[src/rtl/lsu.sv]
// Load/store unit between EXU and WBU: one AXI4-Lite read or write per accepted instruction.
// Optional misalignment trap selected by macro LSU_MISALIGN_CHECK_EN.
module lsu #(
  parameter int AW = 32,
  parameter int DW = 32
) (
  input  logic          clk,
  input  logic          rst,
  input  logic          i_pre_valid,
  output logic          o_pre_ready,
  output logic          o_post_valid,
  input  logic          i_post_ready,
  input  logic [31:0]   i_lsu_alu_res,
  input  logic [31:0]   i_lsu_wdata,
  input  logic          i_lsu_mem_ren,
  input  logic          i_lsu_mem_wen,
  input  logic [2:0]    i_lsu_funct3,
  output logic [31:0]   o_lsu_rd,
  output logic          o_lsu_fault,
  output logic [AW-1:0] o_araddr,
  output logic          o_arvalid,
  input  logic          i_arready,
  input  logic [DW-1:0] i_rdata,
  input  logic [1:0]    i_rresp,
  input  logic          i_rvalid,
  output logic          o_rready,
  output logic [AW-1:0] o_awaddr,
  output logic          o_awvalid,
  input  logic          i_awready,
  output logic [DW-1:0] o_wdata,
  output logic [3:0]    o_wstrb,
  output logic          o_wvalid,
  input  logic          i_wready,
  input  logic [1:0]    i_bresp,
  input  logic          i_bvalid,
  output logic          o_bready
);

  typedef enum logic [2:0] {S_IDLE, S_AR, S_R, S_WR, S_B, S_DONE} state_t;

  state_t         r_state, w_next;
  logic [AW-1:0]  r_addr;
  logic [2:0]     r_funct3;
  logic [DW-1:0]  r_wdata;
  logic [3:0]     r_wstrb;
  logic [31:0]    r_rd;
  logic           r_fault;
  logic           r_arvalid, r_rready, r_awvalid, r_wvalid, r_bready, r_post_valid;

  logic           w_accept, w_misalign, w_aw_ok, w_w_ok;
  logic [3:0]     w_wstrb;
  logic [DW-1:0]  w_wdata;
  logic [DW-1:0]  w_shifted;
  logic [31:0]    w_load;

  assign o_pre_ready = (r_state == S_IDLE);
  assign w_accept    = i_pre_valid & o_pre_ready;

`ifdef LSU_MISALIGN_CHECK_EN
  logic w_half, w_word;
  assign w_half     = (i_lsu_funct3 == 3'b001) | (i_lsu_funct3 == 3'b101);
  assign w_word     = (i_lsu_funct3 == 3'b010);
  assign w_misalign = (i_lsu_mem_ren | i_lsu_mem_wen) &
                      ((w_half & i_lsu_alu_res[0]) | (w_word & (i_lsu_alu_res[1:0] != 2'b00)));
`else
  assign w_misalign = 1'b0;
`endif

  // Store lanes are replicated so the strobe alone selects the target bytes.
  always_comb begin
    w_wstrb = 4'hF;
    w_wdata = i_lsu_wdata;
    case (i_lsu_funct3[1:0])
      2'b00: begin
        w_wstrb = 4'b0001 << i_lsu_alu_res[1:0];
        w_wdata = {4{i_lsu_wdata[7:0]}};
      end
      2'b01: begin
        w_wstrb = 4'b0011 << i_lsu_alu_res[1:0];
        w_wdata = {2{i_lsu_wdata[15:0]}};
      end
      default: ;
    endcase
  end

  assign w_shifted = i_rdata >> {r_addr[1:0], 3'b000};

  always_comb begin
    w_load = w_shifted;
    case (r_funct3)
      3'b000:  w_load = {{24{w_shifted[7]}}, w_shifted[7:0]};
      3'b001:  w_load = {{16{w_shifted[15]}}, w_shifted[15:0]};
      3'b100:  w_load = {24'd0, w_shifted[7:0]};
      3'b101:  w_load = {16'd0, w_shifted[15:0]};
      default: w_load = w_shifted;
    endcase
  end

  // A channel counts as done once its valid has dropped or handshakes this cycle.
  assign w_aw_ok = ~r_awvalid | i_awready;
  assign w_w_ok  = ~r_wvalid  | i_wready;

  always_comb begin
    w_next = r_state;
    case (r_state)
      S_IDLE: begin
        if (w_accept) begin
          if (w_misalign)         w_next = S_DONE;
          else if (i_lsu_mem_ren) w_next = S_AR;
          else if (i_lsu_mem_wen) w_next = S_WR;
          else                    w_next = S_DONE;
        end
      end
      S_AR:    if (i_arready)          w_next = S_R;
      S_R:     if (i_rvalid)           w_next = S_DONE;
      S_WR:    if (w_aw_ok && w_w_ok)  w_next = S_B;
      S_B:     if (i_bvalid)           w_next = S_DONE;
      S_DONE:  if (i_post_ready)       w_next = S_IDLE;
      default:                         w_next = S_IDLE;
    endcase
  end

  always_ff @(posedge clk) begin
    if (rst) r_state <= S_IDLE;
    else     r_state <= w_next;
  end

  always_ff @(posedge clk) begin
    if (rst) begin
      r_addr       <= '0;
      r_funct3     <= '0;
      r_wdata      <= '0;
      r_wstrb      <= '0;
      r_rd         <= '0;
      r_fault      <= 1'b0;
      r_arvalid    <= 1'b0;
      r_rready     <= 1'b0;
      r_awvalid    <= 1'b0;
      r_wvalid     <= 1'b0;
      r_bready     <= 1'b0;
      r_post_valid <= 1'b0;
    end else begin
      r_arvalid    <= (w_next == S_AR);
      r_rready     <= (w_next == S_R);
      r_bready     <= (w_next == S_B);
      r_post_valid <= (w_next == S_DONE);
      if (w_accept) begin
        r_addr    <= AW'(i_lsu_alu_res);
        r_funct3  <= i_lsu_funct3;
        r_wdata   <= w_wdata;
        r_wstrb   <= w_wstrb;
        r_rd      <= (i_lsu_mem_ren | i_lsu_mem_wen) ? 32'd0 : i_lsu_alu_res;
        r_fault   <= w_misalign;
        r_awvalid <= (w_next == S_WR);
        r_wvalid  <= (w_next == S_WR);
      end else if (r_state == S_WR) begin
        r_awvalid <= r_awvalid & ~i_awready;
        r_wvalid  <= r_wvalid & ~i_wready;
      end
      if (r_state == S_R && i_rvalid) begin
        r_rd    <= w_load;
        r_fault <= (i_rresp != 2'b00);
      end
      if (r_state == S_B && i_bvalid) r_fault <= (i_bresp != 2'b00);
    end
  end

  assign o_araddr     = r_addr;
  assign o_awaddr     = r_addr;
  assign o_wdata      = r_wdata;
  assign o_wstrb      = r_wstrb;
  assign o_arvalid    = r_arvalid;
  assign o_rready     = r_rready;
  assign o_awvalid    = r_awvalid;
  assign o_wvalid     = r_wvalid;
  assign o_bready     = r_bready;
  assign o_post_valid = r_post_valid;
  assign o_lsu_rd     = r_rd;
  assign o_lsu_fault  = r_fault;

endmodule

[config.mk]
export PLATFORM = sky130hd
export DESIGN_NAME = lsu
export DESIGN_NICKNAME = d
export VERILOG_FILES = /design/src/rtl/lsu.sv
export SDC_FILE = /design/constraint.sdc
export NUM_CORES = 1
export LEC_CHECK = 0
export CORE_UTILIZATION = 33
export CTS_CLUSTER_SIZE = 25
export DETAILED_ROUTE_END_ITERATION = 8
export PLACE_DENSITY = 0.69
export SLEW_MARGIN = 15
export SYNTH_ARGS = -nofsm -noshare
export SYNTH_HDL_FRONTEND = slang
export SYNTH_SLANG_ARGS = --single-unit
[constraint.sdc]
create_clock -name clk -period 4.26 [get_ports clk]
set_clock_uncertainty 0.05 [all_clocks]
set_input_delay 0.852 -clock clk [delete_from_list [all_inputs] [get_ports clk]]
set_output_delay 0.852 -clock clk [all_outputs]
set_load 0.02 [all_outputs]
==> Word level (Yosys, flattened, before mapping) <==
Cells that the tools add are included.
{ "classes": {"eq_ne": 14, "shift": 3, "muxes": 22, "bitwise_logic": 10, "n_reduce_logical": 11} }
{ "op_table": {"columns": ["cell", "n"], "rows": [
  ["$pmux 32 s4", 1],
  ["$mux 32", 3],
  ["$pmux 32 s2", 1],
  ["$shr 32x5->32", 1],
  ["$mux 3", 8],
  ["$eq 3x3->1 const B", 6],
  ["$pmux 3 s6", 1],
  ["$eq 3x2->1 const B", 4],
  ["$eq 3x1->1 const B", 3],
  ["$pmux 4 s2", 1],
  ["$reduce_bool 2->1", 4],
  ["$mux 1", 7],
  ["$logic_not 3->1", 2],
  ["$not 1->1", 4],
  ["$shl 1x2->4 const A", 1],
  ["$shl 2x2->4 const A", 1],
  ["$and 1x1->1", 3],
  ["$logic_and 1x1->1", 3],
  ["$or 1x1->1", 3],
  ["$reduce_bool 3->1", 1],
  ["$eq 2x1->1 const B", 1],
  ["$logic_not 2->1", 1]
]} }
{ "totals": {"reg_bits": 113, "input_bits": 114, "out_inout_bits": 140, "wordCells": 73} }

==> Logic depth before layout (Yosys ltp) <==
Gate-level depths: netlist of run 1.
{ "depth": {"ltp_word": 7, "mapped_depth": 7, "mapped_depth_nobuf": 4} }

==> Worst setup path after synthesis of run 1 <==
Ideal clock, no wire load.
{ "synth_timing": {"path_kind": "input-to-reg", "startpoint": "input i_pre_valid", "endpoint": "register r_rd[27], in the netlist o_lsu_rd[27]", "setup_ns": 0.074, "arrival_time_ns": 2.013, "slack_ns": 2.123, "path_stages": 6, "n_path_buf": 2, "cell_sequence": "or4b_4 -> buf_6 -> nor3_4 -> buf_6 -> nand2_1 -> a31oi_1"} }
{ "synth_between": {"elab_chain_cells": 2} }
{ "synth_lines": {"columns": ["element", "line_no", "text"], "rows": [
  ["from (decl)", "9", "input logic i_pre_valid,"],
  ["$and 1x1->1", "57", "assign w_accept = i_pre_valid & o_pre_ready;"],
  ["$reduce_bool 2->1 (no source line)", null, null],
  ["to (signal assigned)", "152", "r_rd <= (i_lsu_mem_ren | i_lsu_mem_wen) ? 32'd0 : i_lsu_alu_res;"],
  ["to (signal assigned)", "161", "r_rd <= w_load;"],
  ["to (decl)", "46", "logic [31:0] r_rd;"]
]} }
Every way passes these cells.
A chain may end at the register's enable or synchronous reset.

==> Final worst setup path of run 1 <==
{ "layout_timing": {"startpoint": "register r_addr[0], in the netlist o_araddr[0]", "endpoint": "output o_araddr[0]"} }
{ "layout_rtl": {"columns": ["element", "line_no", "text"], "rows": [
  ["from (decl)", "42", "logic [AW-1:0] r_addr;"],
  ["from (signal assigned)", "148", "r_addr <= AW'(i_lsu_alu_res);"],
  ["to (decl)", "20", "output logic [AW-1:0] o_araddr,"]
]} }
No word-level cell between the ends.

==> flow_summary.ini, run 1 <==
[synth]
async_flop_share_pct = 0
syn_nets = 787
synth_xor_area_share_pct = 0
synthMuxAreaShare_pct = 6.88
postSynthCellCount = 673
yosys-top-cells-area = dfxtp_1 (42%), nand2_1 (11%), a21oi_1 (7.6%)
avgSynthCellArea_um2 = 8.05
yosys_warnings = 0
synth-edff-count = 0
yosysSeqAreaShare_pct = 41.7
synthAdderAreaFrac_pct = 0
synth_top_area_share_pct = 41.7
synth_top_area_cell = dfxtp_1
synth_cell_types = 44
synth_area_um2 = 5420
synth-simple-area-share_pct = 20.2
synth_top_family_by_area = compound AO/OA/AOI/OAI gates
synth_compound_area_share_pct = 21.7
ys.flop_type = dfxtp_1
yosys_register_bits = 113

[die]
rows = 46
start_util_pct = 34.0
dieArea_um2 = 16900
die_h_um = 130
core_um2 = 15900
ios = 254
fp.dieW_um = 130

[global_route]
antenna_found_initial = 0
grt_pass1_vias = 5152
grt_max_degree = 104
grt_first_pass_wirelength_mm = 28.2
grtUsageTotal_pct = 22.0
grt.overflow.total = 0

[final_layout]
instances_no_fill = 1094
diodes = 0
drive_gt1_share_pct = 6.72
nNetsFinal = 979
layout_commonest_cell = clkdlybuf4s50_1
synthToLayoutAreaGrowth_pct = 56.6
final_cell_mix = clkdlybuf4s50_1 (252), nand2_1 (152), dfxtp_1 (113), a21oi_1 (82), nor2_1 (36)

[sta]
maxSlewViolCount = 0
period_share_pct = 66.4
slew_headroom_pct = 35.9
finalWorstSetupSlack_ps = 1430
hold_violations = 0
post-route-min-period_ps = 2830
setup_tns_ps = 0
whs_ps = 403
worst_slew_pin_slew_ps = 955
setup_viol = 0
timing.fmax_mhz = 354
rsz0062_at_grt = no

[power_and_ir_drop]
p_sw_share_pct = 28.6
cell_internal_pwr_mw = 2.74
pwr-share-clk_pct = 41.9
peakVddDrop_mv = 0.279
leakagePower_nw = 3.07
total_power_mw = 3.84
power_density_nw_per_um2 = 452
pwr-share-seq_pct = 32.4
p_sw_mw = 1.10
power.share.combinational_pct = 25.7

[drt]
dr.pass1.iters = 4
vias = 5436
drcViolationCount = 0
routed_wl_mm = 18.6
wire_per_inst_um = 17.0
vias_per_cell = 4.97
antenna_left = 0
drtIter0Drc = 302

[clock_tree]
cts_buffers = 17
insertion_delay_ps = 410
tritoncts = done
postCtsHoldBufs = 0
clockRootBuffer = clkbuf_16
clkSlewWorstSetupHoldPaths_ps = 50
cts.path.max_buffers = 2
htree_levels = 4
cts_resized = 0
numClockSinks = 113
postCtsSetupRepairBufs = 0

[run]
drv_cap = 0

[critical_path]
slowest_stage = dfxtp_1
cp-start-kind = flop
regToRegSetupSlack_ps = 1990
path_delay_family = flip-flops
end_kind = primary output
critPathArrivalTime_ps = 1930
critPathMaxFanout = 16
cp.required_ps = 3360
worst-setup-path-type = flop to primary output
critical_path.max_stage_delay_ps = 780
crit_chain = clkdlybuf4s50_1
cp.buffers_inverters = 1

[place]
post-place-ws_ps = 1250
gp_congestion = 0.828
port_buffers = 253
dp_hpwl_mm = 13.4
post-place-cells = 1062

[run_status]
status = completed

[worst_hold_path]
hold_path_class = flop to flop
-- sequential cells by signal, indices dropped and copies added, names as in the netlist --
name          flops
o_wvalid          1
o_bready          1
o_rready          1
o_lsu_rd         32
r_funct3          3
o_arvalid         1
o_lsu_fault       1
o_awvalid         1
o_post_valid      1
o_wstrb           4
o_araddr         32
r_state           3
o_wdata          32
-- logic make-up (layout without fill, tap and decap cells) --
| kind of cell | Yosys count | count (layout) |
|---|---|---|
| AOI/OAI and AO/OA | 187 | 187 |
| buffers and inverters | 94 | 299 |
| muxes | 35 | 35 |
| DFF | 113 | 113 |
| and+or+nand+nor | 244 | 244 |
-- layout make-up --
class	instances	area (µm²)
fillers	1515	7460
well taps	216	270
multi-input cells	466	2650
inverters	5	18.8
repair buffers	262	2610
clock buffers	22	494
clock inverters	10	178
flip-flops and latches	113	2260
-- per-layer routing --
layer  global-route usage [%]  part of all wire (%)  vias up
met5                        0                     0        -
met4                     9.37                   1.5        0
met3                     6.03                   7.3       17
met2                     34.8                    47      184
met1                     28.1                    44     2516
li1                         -                     -     2719
-- Yosys cell counts, types with 3 or more instances --
master / n
a311oi_1: 18
inv_1: 5
buf_1: 3
nor2b_1: 10
a211o_1: 7
nor3_1: 5
mux2i_1: 26
nor2_1: 36
nand3b_1: 3
mux2_2: 8
buf_4: 32
buf_2: 13
a211oi_1: 13
o21ai_0: 20
nand2b_1: 4
clkbuf_1: 38
a22oi_1: 16
dfxtp_1: 113
nand2_1: 152
buf_6: 3
o2bb2ai_1: 7
a21oi_1: 82
nand3_1: 9
a31oi_1: 16
nor4_1: 7
-- power groups by stage --
stage	sequential, mW	clock [mW]	combinational (mW)
after floorplan	1.37	0	0.449
after global placement	1.26	0	0.983
after detailed placement	1.27	0	0.990
after CTS	1.24	1.64	0.993
after global routing	1.26	1.69	1.06
final	1.24	1.61	0.985
-- per-stage QoR --
step | utilization [%] | instance area (µm²)
after floorplan | - | 5420
after global routing | 53.2 | 8490
after global placement | 49.0 | 7820
after CTS | 53.2 | 8490
after detailed placement | 49.0 | 7820
final | 53.2 | 8490
-- path summary, 6_finish.rpt --
kind,startpoint,cells after the start,endpoint
setup reg to reg,o_araddr[1]$_SDFFE_PP0P_,4,o_lsu_rd[30]$_SDFFE_PP0P_
hold / removal,o_wdata[2]$_SDFFE_PP0P_,2,o_wdata[2]$_SDFFE_PP0P_
hold reg to reg,o_wdata[2]$_SDFFE_PP0P_,2,o_wdata[2]$_SDFFE_PP0P_
setup / recovery,o_araddr[0]$_SDFFE_PP0P_,1,o_araddr[0]
Note: power is estimated with default switching activity, not from simulation.
==> run 2: changes to the inputs <==
==> constraint.sdc (replaced) <==
create_clock -name clk -period 2.7 [get_ports clk]
set_clock_uncertainty 0.05 [all_clocks]
set_input_delay 0.54 -clock clk [delete_from_list [all_inputs] [get_ports clk]]
set_output_delay 0.54 -clock clk [all_outputs]
set_load 0.02 [all_outputs]
==> flow_summary.ini, run 2 (synthesis results as in run 1) <==
[clock_tree]
cts_buffers = 17
numClockSinks = 113
tritoncts = done
clockRootBuffer = clkbuf_16
postCtsSetupRepairBufs = 0
postCtsHoldBufs = 0
cts_resized = 0
cts.path.max_buffers = 2
clkSlewWorstSetupHoldPaths_ps = 50
insertion_delay_ps = 400
htree_levels = 4

[die]
dieArea_um2 = 16900
ios = 254
fp.dieW_um = 130
core_um2 = 15900
die_h_um = 130
rows = 46
start_util_pct = 34.0

[global_route]
grt_pass1_vias = 5166
grtUsageTotal_pct = 22.5
grt.overflow.total = 0
grt_max_degree = 85
grt_first_pass_wirelength_mm = 28.7
antenna_found_initial = 0

[drt]
vias = 5514
drcViolationCount = 0
vias_per_cell = 5.01
drtIter0Drc = 325
dr.pass1.iters = 6
wire_per_inst_um = 17.1
antenna_left = 0
routed_wl_mm = 18.8

[final_layout]
multiInputGateArea_um2 = 2650
final_cell_mix = clkdlybuf4s50_1 (252), nand2_1 (152), dfxtp_1 (113), a21oi_1 (82), nor2_1 (36)
instances_no_fill = 1100
final_area_um2 = 8450
nNetsFinal = 991
fillCellCount = 1543
diodes = 0
layout_commonest_cell = clkdlybuf4s50_1
drive_gt1_share_pct = 7.01
seq_area_um2 = 2260
post-route-util_pct = 53.0
synthToLayoutAreaGrowth_pct = 55.9

[critical_path]
cp.buffers_inverters = 1
reg2reg_to = o_arvalid$_SDFF_PP0_
startpoint = o_araddr[0]$_SDFFE_PP0P_
regToRegSetupSlack_ps = 690
r2r-start = r_state[0]$_SDFF_PP0_
cp.required_ps = 2110
critical_path.max_stage_delay_ps = 740
crit_end = o_awaddr[0]
end_kind = primary output
slowest_stage = dfxtp_1
worst-setup-path-type = flop to primary output
path_delay_family = flip-flops
critPathArrivalTime_ps = 1880
cp-start-kind = flop
r2r_cells = 5
crit_chain = clkdlybuf4s50_1
crit_cells = 1
critPathMaxFanout = 16

[sta]
timing.fmax_mhz = 404
slew_headroom_pct = 51.7
worst_slew_pin_slew_ps = 724
period_share_pct = 91.6
setup_viol = 0
post-route-min-period_ps = 2470
rsz0062_at_grt = no
setup_tns_ps = 0
maxSlewViolCount = 0
hold_violations = 0
whs_ps = 400
finalWorstSetupSlack_ps = 226

[power_and_ir_drop]
peakVddDrop_mv = 0.416
cell_internal_pwr_mw = 3.88
total_power_mw = 5.54
p_sw_mw = 1.66
pwr-share-clk_pct = 35.9
p_sw_share_pct = 30.0
power.share.combinational_pct = 28.7
power_density_nw_per_um2 = 656
leakagePower_nw = 3.06
pwr-share-seq_pct = 35.4

[place]
post-place-cells = 1074
post-place-ws_ps = 306
dp_hpwl_mm = 13.8
gp_congestion = 0.854
placed_cell_area_um2 = 7930
port_buffers = 253

[worst_hold_path]
hold_depth = 2
hold_path_class = flop to flop

[run]
drv_cap = 0

[run_status]
status = completed
## run 2: cell types whose count changed in the layout (fill, tap and decap cells not counted), sizes merged
cell	delta
clkinvlp	-1
buf	+12
clkinv	-4
clkbuf	+4
bufinv	-5
## run 2: how the worst min path moves through the flow
stage	startpoint	end	slack, ps
finish	o_wdata[3]$_SDFFE_PP0P_	o_wdata[3]$_SDFFE_PP0P_	400
global route	o_wdata[29]$_SDFFE_PP0P_	o_wdata[29]$_SDFFE_PP0P_	420
CTS	o_wdata[31]$_SDFFE_PP0P_	o_wdata[31]$_SDFFE_PP0P_	400
detailed placement	o_wdata[31]$_SDFFE_PP0P_	o_wdata[31]$_SDFFE_PP0P_	400
global placement	o_wdata[26]$_SDFFE_PP0P_	o_wdata[26]$_SDFFE_PP0P_	390
floorplan	r_funct3[2]$_SDFFE_PP0P_	r_funct3[2]$_SDFFE_PP0P_	400
## run 2: area by class of cell
class | count | share of cell area, %
clock buffers | 26 | 6.15
well taps | 216 | 3.20
repair buffers | 274 | 32.3
inverters | 5 | 0.222
flip-flops and latches | 113 | 26.8
multi-input cells | 466 | 31.4
## run 2: power by group through the flow
stage                     Combinational (mW)  Sequential [mW]  Clock [mW]
after CTS                               1.60             1.97        2.03
after global placement                  1.59             1.99           0
after global routing                    1.71             1.99        2.11
after detailed placement                1.59             2.00           0
final                                   1.59             1.96        1.99
after floorplan                        0.708             2.16           0
## run 2: layer usage
layer	global-route usage [%]	up-vias	share of wire, %
met2	35.5	192	46
met1	29.2	2562	45
met5	0	-	0
met3	5.70	22	7.3
met4	9.17	0	1.9
li1	-	2738	-
==> run 3: changes to the inputs <==
==> constraint.sdc (replaced) <==
create_clock -name clk -period 2.35 [get_ports clk]
set_clock_uncertainty 0.05 [all_clocks]
set_input_delay 0.47 -clock clk [delete_from_list [all_inputs] [get_ports clk]]
set_output_delay 0.47 -clock clk [all_outputs]
set_load 0.02 [all_outputs]
==> flow_summary.ini, run 3 (synthesis results as in run 1) <==
[critical_path]
worst-setup-path-type = flop to primary output
end_kind = primary output
reg2reg_to = o_arvalid$_SDFF_PP0_
regToRegSetupSlack_ps = 320
critPathArrivalTime_ps = 1720
crit_cells = 2
r2r_cells = 4
critical_path.max_stage_delay_ps = 640
cp-start-kind = flop
crit_chain = nor3_1, clkdlybuf4s50_1
slowest_stage = clkdlybuf4s50_1
critPathMaxFanout = 12
cp.buffers_inverters = 1
path_delay_family = buffers and inverters
r2r-start = r_state[2]$_SDFF_PP0_
cp.required_ps = 1830

[place]
post-place-cells = 1082
gp_congestion = 0.875
dp_hpwl_mm = 14.2
post-place-ws_ps = 84.8
port_buffers = 253
placed_cell_area_um2 = 8040

[run_status]
status = completed

[global_route]
grt_max_degree = 86
grt.overflow.total = 0
grt_first_pass_wirelength_mm = 29.1
busiest_layer = met2
antenna_found_initial = 0
grtUsageTotal_pct = 22.9
use_met2_pct = 36.1
grt_pass1_vias = 5278
grt_util_met1_pct = 29.1
grt_use_met3_pct = 6.81

[final_layout]
instances_no_fill = 1113
layout_commonest_cell = clkdlybuf4s50_1
nNetsFinal = 999
final_area_um2 = 8730
seq_area_um2 = 2260
diodes = 0
drive_gt1_share_pct = 8.58
synthToLayoutAreaGrowth_pct = 61.1
post-route-util_pct = 54.8
multiInputGateArea_um2 = 2650
fillCellCount = 1524
final_cell_mix = clkdlybuf4s50_1 (252), nand2_1 (152), dfxtp_1 (112), a21oi_1 (82), nor2_1 (36)

[worst_hold_path]
hold_path_class = flop to flop
hold_depth = 2
hold_end = o_wdata[25]$_SDFFE_PP0P_
min-delay-start = o_wdata[25]$_SDFFE_PP0P_

[clock_tree]
tritoncts = done
cts_buffers = 17
cts.path.max_buffers = 2
numClockSinks = 113
insertion_delay_ps = 410
clkSlewWorstSetupHoldPaths_ps = 50
htree_levels = 4
clockRootBuffer = clkbuf_16
postCtsSetupRepairBufs = 0

[sta]
post-route-min-period_ps = 2240
setup_tns_ps = 0
maxSlewViolCount = 0
whs_ps = 402
finalWorstSetupSlack_ps = 108
hold_violations = 0
worst_slew_pin_slew_ps = 623
timing.fmax_mhz = 446
slew_headroom_pct = 58.3
rsz0062_at_grt = no
setup_viol = 0
period_share_pct = 95.4

[drt]
vias_per_cell = 5.01
drtIter0Drc = 289
wire_per_inst_um = 17.2
routed_wl_mm = 19.2
dr.pass1.iters = 5
drcViolationCount = 0
vias = 5575
antenna_left = 0

[power_and_ir_drop]
leakagePower_nw = 3.19
power_density_nw_per_um2 = 823
total_power_mw = 7.19
peakVddDrop_mv = 0.515

[die]
dieArea_um2 = 16900
start_util_pct = 34.0
core_um2 = 15900
fp.dieW_um = 130
die_h_um = 130
rows = 46
ios = 254

[run]
drv_cap = 0
==> run 3: worst max-delay path by stage <==
stage                     slack [ps]                         to                     start
after floorplan                  370  o_lsu_rd[27]$_SDFFE_PP0P_  o_araddr[1]$_SDFFE_PP0P_
after global placement            90       o_arvalid$_SDFF_PP0_                  i_rvalid
after detailed placement          80       o_arvalid$_SDFF_PP0_                  i_rvalid
after CTS                         80                o_pre_ready     r_state[2]$_SDFF_PP0_
after global routing              20                o_pre_ready     r_state[2]$_SDFF_PP0_
final                            110                o_pre_ready     r_state[2]$_SDFF_PP0_
==> run 3: worst reg2reg max path, stage by stage, from the launching register on <==
cell,delay (ps)
dfxtp_1,560
nand4bb_1,300
o21ai_0,180
or4_1,560
a211oi_1,290
==> run 3: cell type report <==
type                    instances  share of cell area, %
repair buffers                282                   32.5
multi-input cells             466                   30.4
flip-flops and latches        113                   25.9
clock buffers                  21                   5.27
well taps                     216                   3.09
clock inverters                10                   2.64
inverters                       5                  0.215
==> run 3: where the power goes <==
part	total (mW)	internal, mW	switching [mW]
Combinational	1.87	0.896	0.978
Sequential	2.25	2.12	0.139
Clock	3.06	2.14	0.914
Total	7.19	5.16	2.03
==> run 3: repair_timing <==
item	4_1_cts	5_1_grt
gates resized for setup	1	0
hold buffers	0	0
setup endpoints to repair	2	0
==> run 3: routing by layer <==
metal / up-vias / share of wire, % / routed length [µm]
li1: 2763 / - / -
met1: 2587 / 45 / 8580
met2: 203 / 46 / 8900
met3: 22 / 6.9 / 1330
met4: 0 / 2.0 / 377
met5: - / 0 / 0
